[src/rtl/rr_trace_axi_writer_if.sv]
// AXI4 write-channel bundle (AW, W, B) between the trace writer and the DRAM slave.
interface rr_trace_axi_writer_if #(
   parameter int AXI_WIDTH      = 512,
   parameter int AXI_ADDR_WIDTH = 64
);
   logic [AXI_ADDR_WIDTH-1:0] m_awaddr;
   logic [7:0]                m_awlen;
   logic [2:0]                m_awsize;
   logic [1:0]                m_awburst;
   logic                      m_awvalid;
   logic                      m_awready;
   logic [AXI_WIDTH-1:0]      m_wdata;
   logic [AXI_WIDTH/8-1:0]    m_wstrb;
   logic                      m_wlast;
   logic                      m_wvalid;
   logic                      m_wready;
   logic [1:0]                m_bresp;
   logic                      m_bvalid;
   logic                      m_bready;

   modport master (
      output m_awaddr, m_awlen, m_awsize, m_awburst, m_awvalid,
      output m_wdata, m_wstrb, m_wlast, m_wvalid, m_bready,
      input  m_awready, m_wready, m_bresp, m_bvalid
   );

   modport slave (
      input  m_awaddr, m_awlen, m_awsize, m_awburst, m_awvalid,
      input  m_wdata, m_wstrb, m_wlast, m_wvalid, m_bready,
      output m_awready, m_wready, m_bresp, m_bvalid
   );
endinterface

[src/rtl/rr_trace_axi_writer.sv]
// Trace writeback: drains FWFT trace-FIFO beats into a DRAM buffer with AXI4 INCR bursts.
// Define RR_TRACE_WRAP_EN to treat the buffer as a ring instead of stopping when it fills.
module rr_trace_axi_writer #(
   parameter int AXI_WIDTH       = 512,
   parameter int AXI_ADDR_WIDTH  = 64,
   parameter int OFFSET_WIDTH    = 32,
   parameter int BURST_LEN       = 16,
   parameter int MAX_OUTSTANDING = 4,
   parameter int FIFO_CNT_WIDTH  = 10
) (
   input  logic                      clk,
   input  logic                      sync_rst_n,
   input  logic [AXI_WIDTH-1:0]      fifo_dout,
   input  logic [OFFSET_WIDTH-1:0]   fifo_dout_size,
   input  logic                      fifo_empty,
   input  logic [FIFO_CNT_WIDTH-1:0] fifo_cnt,
   output logic                      fifo_rd_en,
   input  logic [AXI_ADDR_WIDTH-1:0] buf_base,
   input  logic [OFFSET_WIDTH-1:0]   buf_size,
   input  logic                      start,
   input  logic                      record_finish,
   output logic [OFFSET_WIDTH-1:0]   bytes_committed,
   output logic                      overflow,
   output logic                      bresp_err,
   output logic                      done,
   rr_trace_axi_writer_if.master     m
);
   localparam int STRB_W = AXI_WIDTH / 8;
   localparam int OUT_W  = $clog2(MAX_OUTSTANDING + 1);
   localparam int PTR_W  = (MAX_OUTSTANDING > 1) ? $clog2(MAX_OUTSTANDING) : 1;

   typedef enum logic [2:0] {S_IDLE, S_WAIT, S_ADDR, S_DATA, S_DONE} state_t;
   state_t state, state_nxt;

   logic [AXI_ADDR_WIDTH-1:0] base_q, awaddr_q;
   logic [OFFSET_WIDTH-1:0]   size_q, wr_off, wr_next, burst_bytes, bytes_q;
   logic [OUT_W-1:0]          outstanding;
   logic [7:0]                awlen_q, beat_cnt;
   logic                      fin_seen, overflow_q, bresp_err_q, done_q;

   // Per-burst byte totals, retired in B-response order.
   logic [OFFSET_WIDTH-1:0]   bq_mem [MAX_OUTSTANDING];
   logic [PTR_W-1:0]          bq_wr, bq_rd;

   logic [OFFSET_WIDTH-1:0]   cnt_ext, room, n_beats, beat_bytes;
   logic                      buf_full, issue, drain_done, arm;
   logic                      in_data, wvalid, w_hs, last_hs, b_hs;
   logic [STRB_W-1:0]         wstrb;

   function automatic logic [PTR_W-1:0] ptr_inc(input logic [PTR_W-1:0] p);
      return (p == PTR_W'(MAX_OUTSTANDING - 1)) ? '0 : p + 1'b1;
   endfunction

   assign cnt_ext    = OFFSET_WIDTH'(fifo_cnt);
   assign room       = (size_q - wr_off) >> 6;
   assign beat_bytes = fifo_dout_size >> 3;
   assign wr_next    = wr_off + ((OFFSET_WIDTH'(awlen_q) + 1'b1) << 6);

`ifdef RR_TRACE_WRAP_EN
   assign buf_full = 1'b0;
`else
   assign buf_full = (wr_off == size_q);
`endif

   always_comb begin
      n_beats = cnt_ext;
      if (n_beats > OFFSET_WIDTH'(BURST_LEN)) n_beats = OFFSET_WIDTH'(BURST_LEN);
      if (n_beats > room)                     n_beats = room;
   end

   // A full (stopped) buffer lets the drain finish with beats still in the FIFO.
   assign drain_done = (state == S_WAIT) && fin_seen && (outstanding == '0) &&
                       (fifo_empty || buf_full);
   assign issue      = (state == S_WAIT) && !drain_done &&
                       (outstanding < OUT_W'(MAX_OUTSTANDING)) && (room != '0) &&
                       ((cnt_ext >= OFFSET_WIDTH'(BURST_LEN)) || (fin_seen && (cnt_ext != '0)));
   assign arm        = start && ((state == S_IDLE) || (state == S_DONE));

   assign in_data = (state == S_DATA);
   assign wvalid  = in_data && !fifo_empty;
   assign w_hs    = wvalid && m.m_wready;
   assign last_hs = w_hs && (beat_cnt == awlen_q);
   assign b_hs    = m.m_bvalid;

   always_comb begin
      wstrb = '0;
      for (int i = 0; i < STRB_W; i++) wstrb[i] = (OFFSET_WIDTH'(i) < beat_bytes);
   end

   always_ff @(posedge clk or negedge sync_rst_n) begin
      if (!sync_rst_n) state <= S_IDLE;
      else             state <= state_nxt;
   end

   always_comb begin
      state_nxt = state;
      case (state)
         S_IDLE, S_DONE: if (arm)        state_nxt = S_WAIT;
         S_WAIT:         if (drain_done) state_nxt = S_DONE;
                         else if (issue) state_nxt = S_ADDR;
         S_ADDR:         if (m.m_awready) state_nxt = S_DATA;
         S_DATA:         if (last_hs)    state_nxt = S_WAIT;
         default:                        state_nxt = S_IDLE;
      endcase
   end

   always_ff @(posedge clk or negedge sync_rst_n) begin
      if (!sync_rst_n) begin
         base_q      <= '0;
         size_q      <= '0;
         awaddr_q    <= '0;
         awlen_q     <= '0;
         beat_cnt    <= '0;
         wr_off      <= '0;
         burst_bytes <= '0;
         bytes_q     <= '0;
         outstanding <= '0;
         fin_seen    <= 1'b0;
         overflow_q  <= 1'b0;
         bresp_err_q <= 1'b0;
         done_q      <= 1'b0;
         bq_wr       <= '0;
         bq_rd       <= '0;
      end else if (arm) begin
         base_q      <= buf_base;
         size_q      <= buf_size;
         wr_off      <= '0;
         bytes_q     <= '0;
         outstanding <= '0;
         fin_seen    <= record_finish;
         overflow_q  <= 1'b0;
         bresp_err_q <= 1'b0;
         done_q      <= 1'b0;
         bq_wr       <= '0;
         bq_rd       <= '0;
      end else begin
         if (record_finish) fin_seen <= 1'b1;
         if (issue) begin
            awaddr_q    <= base_q + AXI_ADDR_WIDTH'(wr_off);
            awlen_q     <= 8'(n_beats - 1'b1);
            beat_cnt    <= '0;
            burst_bytes <= '0;
         end
         if (w_hs) begin
            beat_cnt    <= beat_cnt + 8'd1;
            burst_bytes <= burst_bytes + beat_bytes;
         end
         if (last_hs) begin
`ifdef RR_TRACE_WRAP_EN
            wr_off <= (wr_next == size_q) ? '0 : wr_next;
`else
            wr_off <= wr_next;
`endif
            bq_wr <= ptr_inc(bq_wr);
         end
         case ({last_hs, b_hs})
            2'b10:   outstanding <= outstanding + 1'b1;
            2'b01:   outstanding <= outstanding - 1'b1;
            default: ;
         endcase
         if (b_hs) begin
            bq_rd <= ptr_inc(bq_rd);
            if (m.m_bresp == 2'b00) bytes_q     <= bytes_q + bq_mem[bq_rd];
            else                    bresp_err_q <= 1'b1;
         end
         if ((state == S_WAIT) && buf_full) overflow_q <= 1'b1;
         if (drain_done)                    done_q     <= 1'b1;
      end
   end

   always_ff @(posedge clk) begin
      if (last_hs) bq_mem[bq_wr] <= burst_bytes + beat_bytes;
   end

   assign fifo_rd_en      = w_hs;
   assign bytes_committed = bytes_q;
   assign overflow        = overflow_q;
   assign bresp_err       = bresp_err_q;
   assign done            = done_q;

   assign m.m_awaddr  = awaddr_q;
   assign m.m_awlen   = awlen_q;
   assign m.m_awsize  = 3'd6;
   assign m.m_awburst = 2'b01;
   assign m.m_awvalid = (state == S_ADDR);
   assign m.m_wdata   = in_data ? fifo_dout : '0;
   assign m.m_wstrb   = in_data ? wstrb : '0;
   assign m.m_wlast   = in_data && (beat_cnt == awlen_q);
   assign m.m_wvalid  = wvalid;
   assign m.m_bready  = 1'b1;
endmodule

[src/flat_wrapper.sv]
// flat-port wrapper written by rule: the top's interface ports become plain ports
module rr_trace_axi_writer_flat 
#(
   parameter int AXI_WIDTH       = 512,
   parameter int AXI_ADDR_WIDTH  = 64,
   parameter int OFFSET_WIDTH    = 32,
   parameter int BURST_LEN       = 16,
   parameter int MAX_OUTSTANDING = 4,
   parameter int FIFO_CNT_WIDTH  = 10
)
  (clk, sync_rst_n, fifo_dout, fifo_dout_size, fifo_empty, fifo_cnt, fifo_rd_en, buf_base, buf_size, start, record_finish, bytes_committed, overflow, bresp_err, done, m_m_awaddr, m_m_awlen, m_m_awsize, m_m_awburst, m_m_awvalid, m_m_wdata, m_m_wstrb, m_m_wlast, m_m_wvalid, m_m_bready, m_m_awready, m_m_wready, m_m_bresp, m_m_bvalid);
  rr_trace_axi_writer_if #(.AXI_WIDTH(AXI_WIDTH), .AXI_ADDR_WIDTH(AXI_ADDR_WIDTH)) m_i ();
  input  logic clk;
  input  logic sync_rst_n;
  input  logic [AXI_WIDTH-1:0] fifo_dout;
  input  logic [OFFSET_WIDTH-1:0] fifo_dout_size;
  input  logic fifo_empty;
  input  logic [FIFO_CNT_WIDTH-1:0] fifo_cnt;
  output logic fifo_rd_en;
  input  logic [AXI_ADDR_WIDTH-1:0] buf_base;
  input  logic [OFFSET_WIDTH-1:0] buf_size;
  input  logic start;
  input  logic record_finish;
  output logic [OFFSET_WIDTH-1:0] bytes_committed;
  output logic overflow;
  output logic bresp_err;
  output logic done;
  output wire logic [$bits(m_i.m_awaddr)-1:0] m_m_awaddr;
  output wire logic [$bits(m_i.m_awlen)-1:0] m_m_awlen;
  output wire logic [$bits(m_i.m_awsize)-1:0] m_m_awsize;
  output wire logic [$bits(m_i.m_awburst)-1:0] m_m_awburst;
  output wire logic [$bits(m_i.m_awvalid)-1:0] m_m_awvalid;
  output wire logic [$bits(m_i.m_wdata)-1:0] m_m_wdata;
  output wire logic [$bits(m_i.m_wstrb)-1:0] m_m_wstrb;
  output wire logic [$bits(m_i.m_wlast)-1:0] m_m_wlast;
  output wire logic [$bits(m_i.m_wvalid)-1:0] m_m_wvalid;
  output wire logic [$bits(m_i.m_bready)-1:0] m_m_bready;
  input wire logic [$bits(m_i.m_awready)-1:0] m_m_awready;
  input wire logic [$bits(m_i.m_wready)-1:0] m_m_wready;
  input wire logic [$bits(m_i.m_bresp)-1:0] m_m_bresp;
  input wire logic [$bits(m_i.m_bvalid)-1:0] m_m_bvalid;
  assign m_m_awaddr = m_i.m_awaddr;
  assign m_m_awlen = m_i.m_awlen;
  assign m_m_awsize = m_i.m_awsize;
  assign m_m_awburst = m_i.m_awburst;
  assign m_m_awvalid = m_i.m_awvalid;
  assign m_m_wdata = m_i.m_wdata;
  assign m_m_wstrb = m_i.m_wstrb;
  assign m_m_wlast = m_i.m_wlast;
  assign m_m_wvalid = m_i.m_wvalid;
  assign m_m_bready = m_i.m_bready;
  assign m_i.m_awready = m_m_awready;
  assign m_i.m_wready = m_m_wready;
  assign m_i.m_bresp = m_m_bresp;
  assign m_i.m_bvalid = m_m_bvalid;
  rr_trace_axi_writer #(.AXI_WIDTH(AXI_WIDTH), .AXI_ADDR_WIDTH(AXI_ADDR_WIDTH), .OFFSET_WIDTH(OFFSET_WIDTH), .BURST_LEN(BURST_LEN), .MAX_OUTSTANDING(MAX_OUTSTANDING), .FIFO_CNT_WIDTH(FIFO_CNT_WIDTH)) u_core (.clk(clk), .sync_rst_n(sync_rst_n), .fifo_dout(fifo_dout), .fifo_dout_size(fifo_dout_size), .fifo_empty(fifo_empty), .fifo_cnt(fifo_cnt), .fifo_rd_en(fifo_rd_en), .buf_base(buf_base), .buf_size(buf_size), .start(start), .record_finish(record_finish), .bytes_committed(bytes_committed), .overflow(overflow), .bresp_err(bresp_err), .done(done), .m(m_i));
endmodule
[config.mk]
export PLATFORM = sky130hd
export DESIGN_NAME = rr_trace_axi_writer_flat
export DESIGN_NICKNAME = d
export VERILOG_FILES = /design/src/rtl/rr_trace_axi_writer_if.sv /design/src/rtl/rr_trace_axi_writer.sv /design/src/flat_wrapper.sv
export SDC_FILE = /design/constraint.sdc
export NUM_CORES = 1
export LEC_CHECK = 0
export BUFFER_PORTS_ARGS = -buffer_cell sky130_fd_sc_hd__buf_2
export CELL_PAD_IN_SITES_DETAIL_PLACEMENT = 0
export CELL_PAD_IN_SITES_GLOBAL_PLACEMENT = 1
export CORE_AREA = 2 2 525 527
export DETAILED_ROUTE_END_ITERATION = 10
export DIE_AREA = 0 0 527 529
export PLACE_DENSITY = 0.4
export SYNTH_ARGS = -nofsm -noshare
export SYNTH_HDL_FRONTEND = slang
export SYNTH_SLANG_ARGS = --single-unit
[constraint.sdc]
create_clock -name clk -period 4.83 [get_ports clk]
set_input_delay 0.483 -clock clk [delete_from_list [all_inputs] [get_ports clk]]
set_output_delay 0.483 -clock clk [all_outputs]
set_load 0.02 [all_outputs]
==> results of run 1 <==
==> cells in the mapped netlist, drive strengths merged, types with 4 or more instances <==
cell type / count
or3: 5
xor2: 72
inv: 92
a31oi: 25
o31ai: 9
a21o: 55
nor4: 24
or4: 5
nor2b: 18
ha: 139
a41oi: 4
o21bai: 11
nand2: 556
or2: 9
o211ai: 10
o21ai: 176
xnor2: 105
a21oi: 139
and4: 9
mux2: 6
a21boi: 6
nor3: 41
nor3b: 5
mux2i: 7
o2bb2ai: 6
dfrtp: 280
and3: 22
and2: 525
fa: 4
nand2b: 23
edfxtp: 128
clkbuf: 135
a211oi: 8
nand3: 69
nor2: 107
nand3b: 4
mux4: 32
buf: 27
o21a: 11
a31o: 4
nand4: 19
a22o: 8
==> worst min-delay path, stage by stage <==
cell     delay, ns
buf_2         0.08
nand2_1       0.05
nand2_1       0.05
==> routing by layer <==
metal  vias up  wire [µm]  global-route usage (%)
met5         -       1140                       0
met3       590      28300                    8.25
met2      1340     152000                    38.1
li1      13100          -                       -
met4       178      12000                    6.40
met1     14100     102000                    20.7
==> path summary, 6_finish.rpt <==
path                                        start                     to  slack [ns]
worst max-delay path            u_core.size_q[11]    u_core.m.m_awlen[6]        0.08
worst min-delay path                 buf_base[13]      u_core.base_q[13]        0.06
worst max register to register  u_core.size_q[11]    u_core.m.m_awlen[6]        0.08
worst min register to register   u_core.base_q[3]   u_core.m.m_awaddr[3]        0.47
max in group asynchronous              sync_rst_n      u_core.size_q[15]        3.08
min in group asynchronous              sync_rst_n  u_core.m.m_awaddr[37]        0.40
==> cell families (layout without fill, tap and decap cells) <==
group | Yosys count | in the layout | share of synthesized area [%]
XOR/XNOR | 177 | 177 | 5.86
adder cells (fa/ha/maj) | 143 | 143 | 6.88
buffers and inverters | 254 | 1760 | 3.80
AO/OA/AOI/OAI | 501 | 501 | 11.5
flip-flops | 408 | 408 | 41.0
AND/OR/NAND/NOR | 1446 | 1446 | 27.6
other | 2 | 92 | 0.0284
multiplexers | 45 | 45 | 3.26
==> stage by stage <==
stage               hold WS, ns  setup TNS [ns]  instance area [µm²]  total power, mW  worst slack [ns]
floorplan                 0.187               0                26500             15.5           0.00713
global placement          0.449          -0.584                38600             25.7            -0.235
detailed placement        0.452          -0.611                38600             25.7            -0.252
CTS                     0.00143               0                40900             30.0           0.00911
global route             0.0439          -0.301                41200             31.4            -0.199
finish                   0.0556               0                41300             29.5            0.0755
==> registers in the layout, summed over array words and instances (netlist names) <==
register / count
u_core.bq_mem: 128
u_core.base_q: 64
u_core.m.m_awaddr: 64
u_core.burst_bytes: 32
u_core.bytes_committed: 32
u_core.size_q: 32
u_core.wr_off: 26
u_core.beat_cnt: 8
u_core.m.m_awlen: 8
u_core.outstanding: 3
u_core.state: 3
u_core.bq_rd: 2
u_core.bq_wr: 2
u_core.bresp_err: 1
u_core.done: 1
u_core.fin_seen: 1
u_core.overflow: 1
==> layout make-up <==
type,count,area (µm²),area share (%)
repair buffers,1569,8780,21.3
clock inverters,26,272,0.657
multi-input cells,2323,14900,36.1
well taps,3589,4490,10.9
inverters,92,345,0.836
flip-flops and latches,408,10900,26.3
diodes,81,203,0.491
clock buffers,73,1440,3.49
==> power by group <==
part	switching (mW)	internal [mW]	total, mW
logic	13.8	6.20	20.0
registers	0.793	4.71	5.51
clock network	1.77	2.27	4.04
total	16.4	13.2	29.5
==> repair_timing <==
item	4_1_cts	5_1_grt
buffers inserted	0	3
pin swaps	2	27
gates resized for setup	8	36
hold endpoints to repair	137	0
hold buffers	55	0
setup endpoints to repair	3	3
gates cloned	0	0
==> impl_metrics.env, run 1 <==
export IMPL_final_setup_viol_count=0
export IMPL_netlist_top_cells_area="dfrtp_1, edfxtp_1, and2_1"
export IMPL_cts_root_buf="clkbuf_16"
export IMPL_hold_path_depth=3
export IMPL_violations="antenna violations"
export IMPL_nNetsFinal=5250
export IMPL_mostFrequentLayoutCell="buf_2"
export IMPL_crit_fanout=6
export IMPL_cts_tree="built"
export IMPL_syn_cell_area_um2=26500
export IMPL_status="finished with violations"
export IMPL_initial_core_util_pct=9.69
export IMPL_crit_slowest_cell="a2111oi_4"
export IMPL_ys_seq_area_share_pct=41.0
export IMPL_area_delta_synth_final_pct=56.1
export IMPL_clk_path_buf_depth=3
export IMPL_first_iter_violations=1601
export IMPL_worst_path_stages=19
export IMPL_ioPinCount=1353
export IMPL_synthFlopType="dfrtp_1"
export IMPL_drive_gt1_share_pct=37.8
export IMPL_grt_overflow=0
export IMPL_max_freq_mhz=210
export IMPL_hold_class="input port to flip-flop"
export IMPL_grt_max_degree=159
export IMPL_via_per_inst=3.60
export IMPL_numCtsBuffers=53
export IMPL_core_um2=273000
export IMPL_grt_pass1_wl_um=360000
export IMPL_hold_violations=0
export IMPL_max_slew_margin_pct=30.7
export IMPL_hpwl_um=268000
export IMPL_dpl_cell_count=7924
export IMPL_synth_edf_count=128
export IMPL_async_reset_ff_share_pct=68.6
export IMPL_grt_pass1_vias=29100
export IMPL_path_cells="ha_4 > a21o_1 > a21o_1 > a2111oi_4 > buf_4 > nor4_4 > nor3_2 > o2111ai_1 > or4_4 > or4_4 > or2_4 > mux2_4 > ha_4 > nand3_4 > nor3_4 > xnor2_1 > nor3_1 > a41oi_1 > o21ai_1"
export IMPL_cp_required_ns=5.39
export IMPL_power_density_nw_per_um2=715
export IMPL_tightest_slew_ns=1.03
export IMPL_critPathArrivalTime_ns=5.31
export IMPL_utilization_pct=15.1
export IMPL_antenna_found_initial=309
export IMPL_cp_buffers_inverters=1
export IMPL_maxSlewViolCount=0
export IMPL_yosys_area_top_type_share_pct=26.5
export IMPL_fp_row_count=192
export IMPL_htreeDepth=2
export IMPL_clock_latency_ns=0.67
export IMPL_finClkSkew_ns=0.0622
export IMPL_stdcell_count=8161
export IMPL_antenna_left=1
export IMPL_ys_warn_count=0
export IMPL_end_kind="flip-flop"
export IMPL_ys_types=75
export IMPL_routedWlPerCell_um=36.2
export IMPL_drc=0
export IMPL_layout_common_cells="buf_2, nand2_1, and2_1"
export IMPL_period_share_pct=98.4
export IMPL_rsz0062_at_grt="true"
export IMPL_start_kind="flip-flop"
export IMPL_vdd_drop_max_mv=0.299
export IMPL_cp_slowest_stage_delay_ns=0.64
export IMPL_syn_area_per_cell_um2=8.89
export IMPL_synth_seq_cells=408
export IMPL_die_w_um=527
export IMPL_die_area_um2=279000
export IMPL_clk_pin_slew_ns=0.06
export IMPL_drt_total_wl_um=296000
export IMPL_n_fill_cell=31400
export IMPL_post_synth_top_area_cell="dfrtp_1"
export IMPL_firstDrtPassIters=5
export IMPL_cp_top_family="simple AND/OR/NAND/NOR gates"
export IMPL_track_usage_pct=20.5
export IMPL_maxCapViolCount=0
export IMPL_finalCriticalPeriod_ns=4.75
export IMPL_vias=29300
export IMPL_p_leak_nw=19.6
export IMPL_critical_path_class="flip-flop to flip-flop"
export IMPL_synthCells=2976
export IMPL_gp_congestion=1.05
export IMPL_cts_sinks=408
export IMPL_r2r_cells=19
export IMPL_die_h_um=529
export IMPL_port_buffers=1343
No activity file was read; power rests on OpenSTA's default activity.
==> run 2, diff against run 1 <==
Settings changed: CORE_AREA 2 2 525 527 to 2 2 524 526, DIE_AREA 0 0 527 529 to 0 0 526 528.
==> run 2 against run 1 <==
The flow now finishes without violations. Clock skew down 0.0089 ns. Non-clock buffer count up 24. Via count up 0.27%.
==> impl_metrics.env, run 2 (synthesis results as in run 1) <==
export IMPL_antenna_left=0
export IMPL_routedWlPerCell_um=37.4
export IMPL_initial_core_util_pct=9.71
export IMPL_r2r_start="u_core.size_q[6]"
export IMPL_hpwl_um=285000
export IMPL_htreeDepth=2
export IMPL_nNetsFinal=5273
export IMPL_drc=0
export IMPL_grtUsageMet1_pct=18.4
export IMPL_cp_top_family="simple AND/OR/NAND/NOR gates"
export IMPL_fp_row_count=192
export IMPL_cp_slowest_stage_delay_ns=0.66
export IMPL_rsz0062_at_grt="true"
export IMPL_core_um2=272000
export IMPL_layout_common_cells="buf_2, nand2_1, and2_1"
export IMPL_max_slew_margin_pct=24.7
export IMPL_total_power_mw=30.7
export IMPL_r2r_cells=19
export IMPL_critical_path_class="flip-flop to flip-flop"
export IMPL_finClkSkew_ns=0.0533
export IMPL_tightest_slew_ns=1.12
export IMPL_die_area_um2=278000
export IMPL_gp_congestion=1.04
export IMPL_drive_gt1_share_pct=38.1
export IMPL_hold_path_depth=3
export IMPL_port_buffers=1343
export IMPL_end_kind="flip-flop"
export IMPL_cts_root_buf="clkbuf_16"
export IMPL_pre_cts_ws_ns=-0.258
export IMPL_area_delta_synth_final_pct=58.2
export IMPL_finalWorstSetupSlack_ns=0.0742
export IMPL_worst_path_stages=19
export IMPL_clock_latency_ns=0.66
export IMPL_cts_sinks=408
export IMPL_start_kind="flip-flop"
export IMPL_crit_slowest_cell="a2111oi_4"
export IMPL_path_cells="ha_4 > o21ai_4 > a22oi_2 > a2111oi_4 > buf_4 > nor4_4 > nor3_2 > o2111ai_1 > or4_1 > or4_4 > or2_4 > mux2_4 > ha_4 > nand3_2 > nor3_2 > xnor2_1 > nor3_1 > a41oi_1 > o21ai_1"
export IMPL_grt_overflow=0
export IMPL_min_delay_start="buf_base[22]"
export IMPL_vias=29400
export IMPL_via_per_inst=3.52
export IMPL_finalCriticalPeriod_ns=4.76
export IMPL_die_h_um=528
export IMPL_cts_tree="built"
export IMPL_p_leak_nw=19.7
export IMPL_grt_pass1_vias=29100
export IMPL_max_freq_mhz=210
export IMPL_grt_max_degree=112
export IMPL_hold_class="input port to flip-flop"
export IMPL_final_setup_viol_count=0
export IMPL_first_iter_violations=1571
export IMPL_cp_required_ns=5.37
export IMPL_largest_reg_flops=128
export IMPL_crit_fanout=6
export IMPL_hold_violations=0
export IMPL_cp_buffers_inverters=1
export IMPL_status="finished clean"
export IMPL_mostFrequentLayoutCell="buf_2"
export IMPL_die_w_um=526
export IMPL_ioPinCount=1353
export IMPL_drt_total_wl_um=313000
export IMPL_firstDrtPassIters=7
export IMPL_numCtsBuffers=52
export IMPL_antenna_found_initial=252
export IMPL_clk_pin_slew_ns=0.06
export IMPL_track_usage_pct=21.8
export IMPL_critPathArrivalTime_ns=5.29
export IMPL_top_usage_layer="met2"
export IMPL_cp_startpoint="u_core.size_q[6]"
export IMPL_power_density_nw_per_um2=733
export IMPL_globalRouteMet2Util_pct=40.9
export IMPL_maxCapViolCount=0
export IMPL_maxSlewViolCount=0
export IMPL_vdd_drop_max_mv=0.298
export IMPL_max_flop_register="u_core.bq_mem"
export IMPL_utilization_pct=15.4
export IMPL_clk_path_buf_depth=3
export IMPL_period_share_pct=98.5
export IMPL_grt_use_met3_pct=11.4
export IMPL_grt_pass1_wl_um=377000
## run 2: changes by cell type in the layout (fill, tap and decap cells not counted), moves of 3 or more
cell,change
ha_4,+3
buf_4,+35
buf_12,-7
dlygate4sd3_1,-4
diode_2,+177
clkinvlp_4,-7
bufinv_16,+3
ha_1,-4
## run 2: worst paths after layout
kind	end	slack [ns]
setup / recovery	u_core.m.m_awlen[6]	0.07
hold / removal	u_core.base_q[22]	0.05
setup reg to reg	u_core.m.m_awlen[6]	0.07
hold reg to reg	u_core.m.m_awaddr[2]	0.47
max in group asynchronous	u_core.bytes_committed[21]	3.16
min in group asynchronous	u_core.base_q[28]	0.50
## run 2: metrics by stage
stage | hold WS (ns) | cells | TNS, ns | area [µm²]
after detailed placement | 0.454 | 7942 | -0.578 | 38600
after CTS | 0.000921 | 8090 | 0 | 40900
final | 0.0550 | 8359 | 0 | 41800
after global routing | 0.0213 | 8302 | -0.131 | 41700
after floorplan | 0.187 | 2985 | 0 | 26500
after global placement | 0.451 | 7942 | -0.563 | 38600
## run 2: what timing repair did
action                                  4_1_cts  5_1_grt
pin swaps                                     2       27
endpoints found under the hold margin       139        0
resized for setup                             6       38
hold buffers                                 51        0
setup buffers                                 1       11
endpoints found under the setup margin        3        3
## run 2: tightest hold or removal path, stage by stage
cell and delay [ns]:
buf_2 0.10, nand2_1 0.05, nand2_1 0.04
## run 2: where the power goes
part           internal (mW)  switching (mW)  total [mW]
logic                   6.33            14.7        21.0
registers               4.71           0.802        5.51
clock network           2.39            1.74        4.13
total                   13.4            17.3        30.7
## run 2: per-layer routing
metal | vias to the layer above | wire [µm]
met1 | 14100 | 90500
met4 | 160 | 18300
met5 | - | 1030
met3 | 485 | 37900
met2 | 1318 | 165000
li1 | 13400 | -
## run 2: cell type report
class | count | area [µm²]
clock buffers | 71 | 1410
multi-input cells | 2323 | 14900
well taps | 3589 | 4490
diodes | 258 | 646
clock inverters | 25 | 342
flip-flops and latches | 408 | 10900
inverters | 92 | 345
repair buffers | 1593 | 8860
fillers | 31400 | 231000
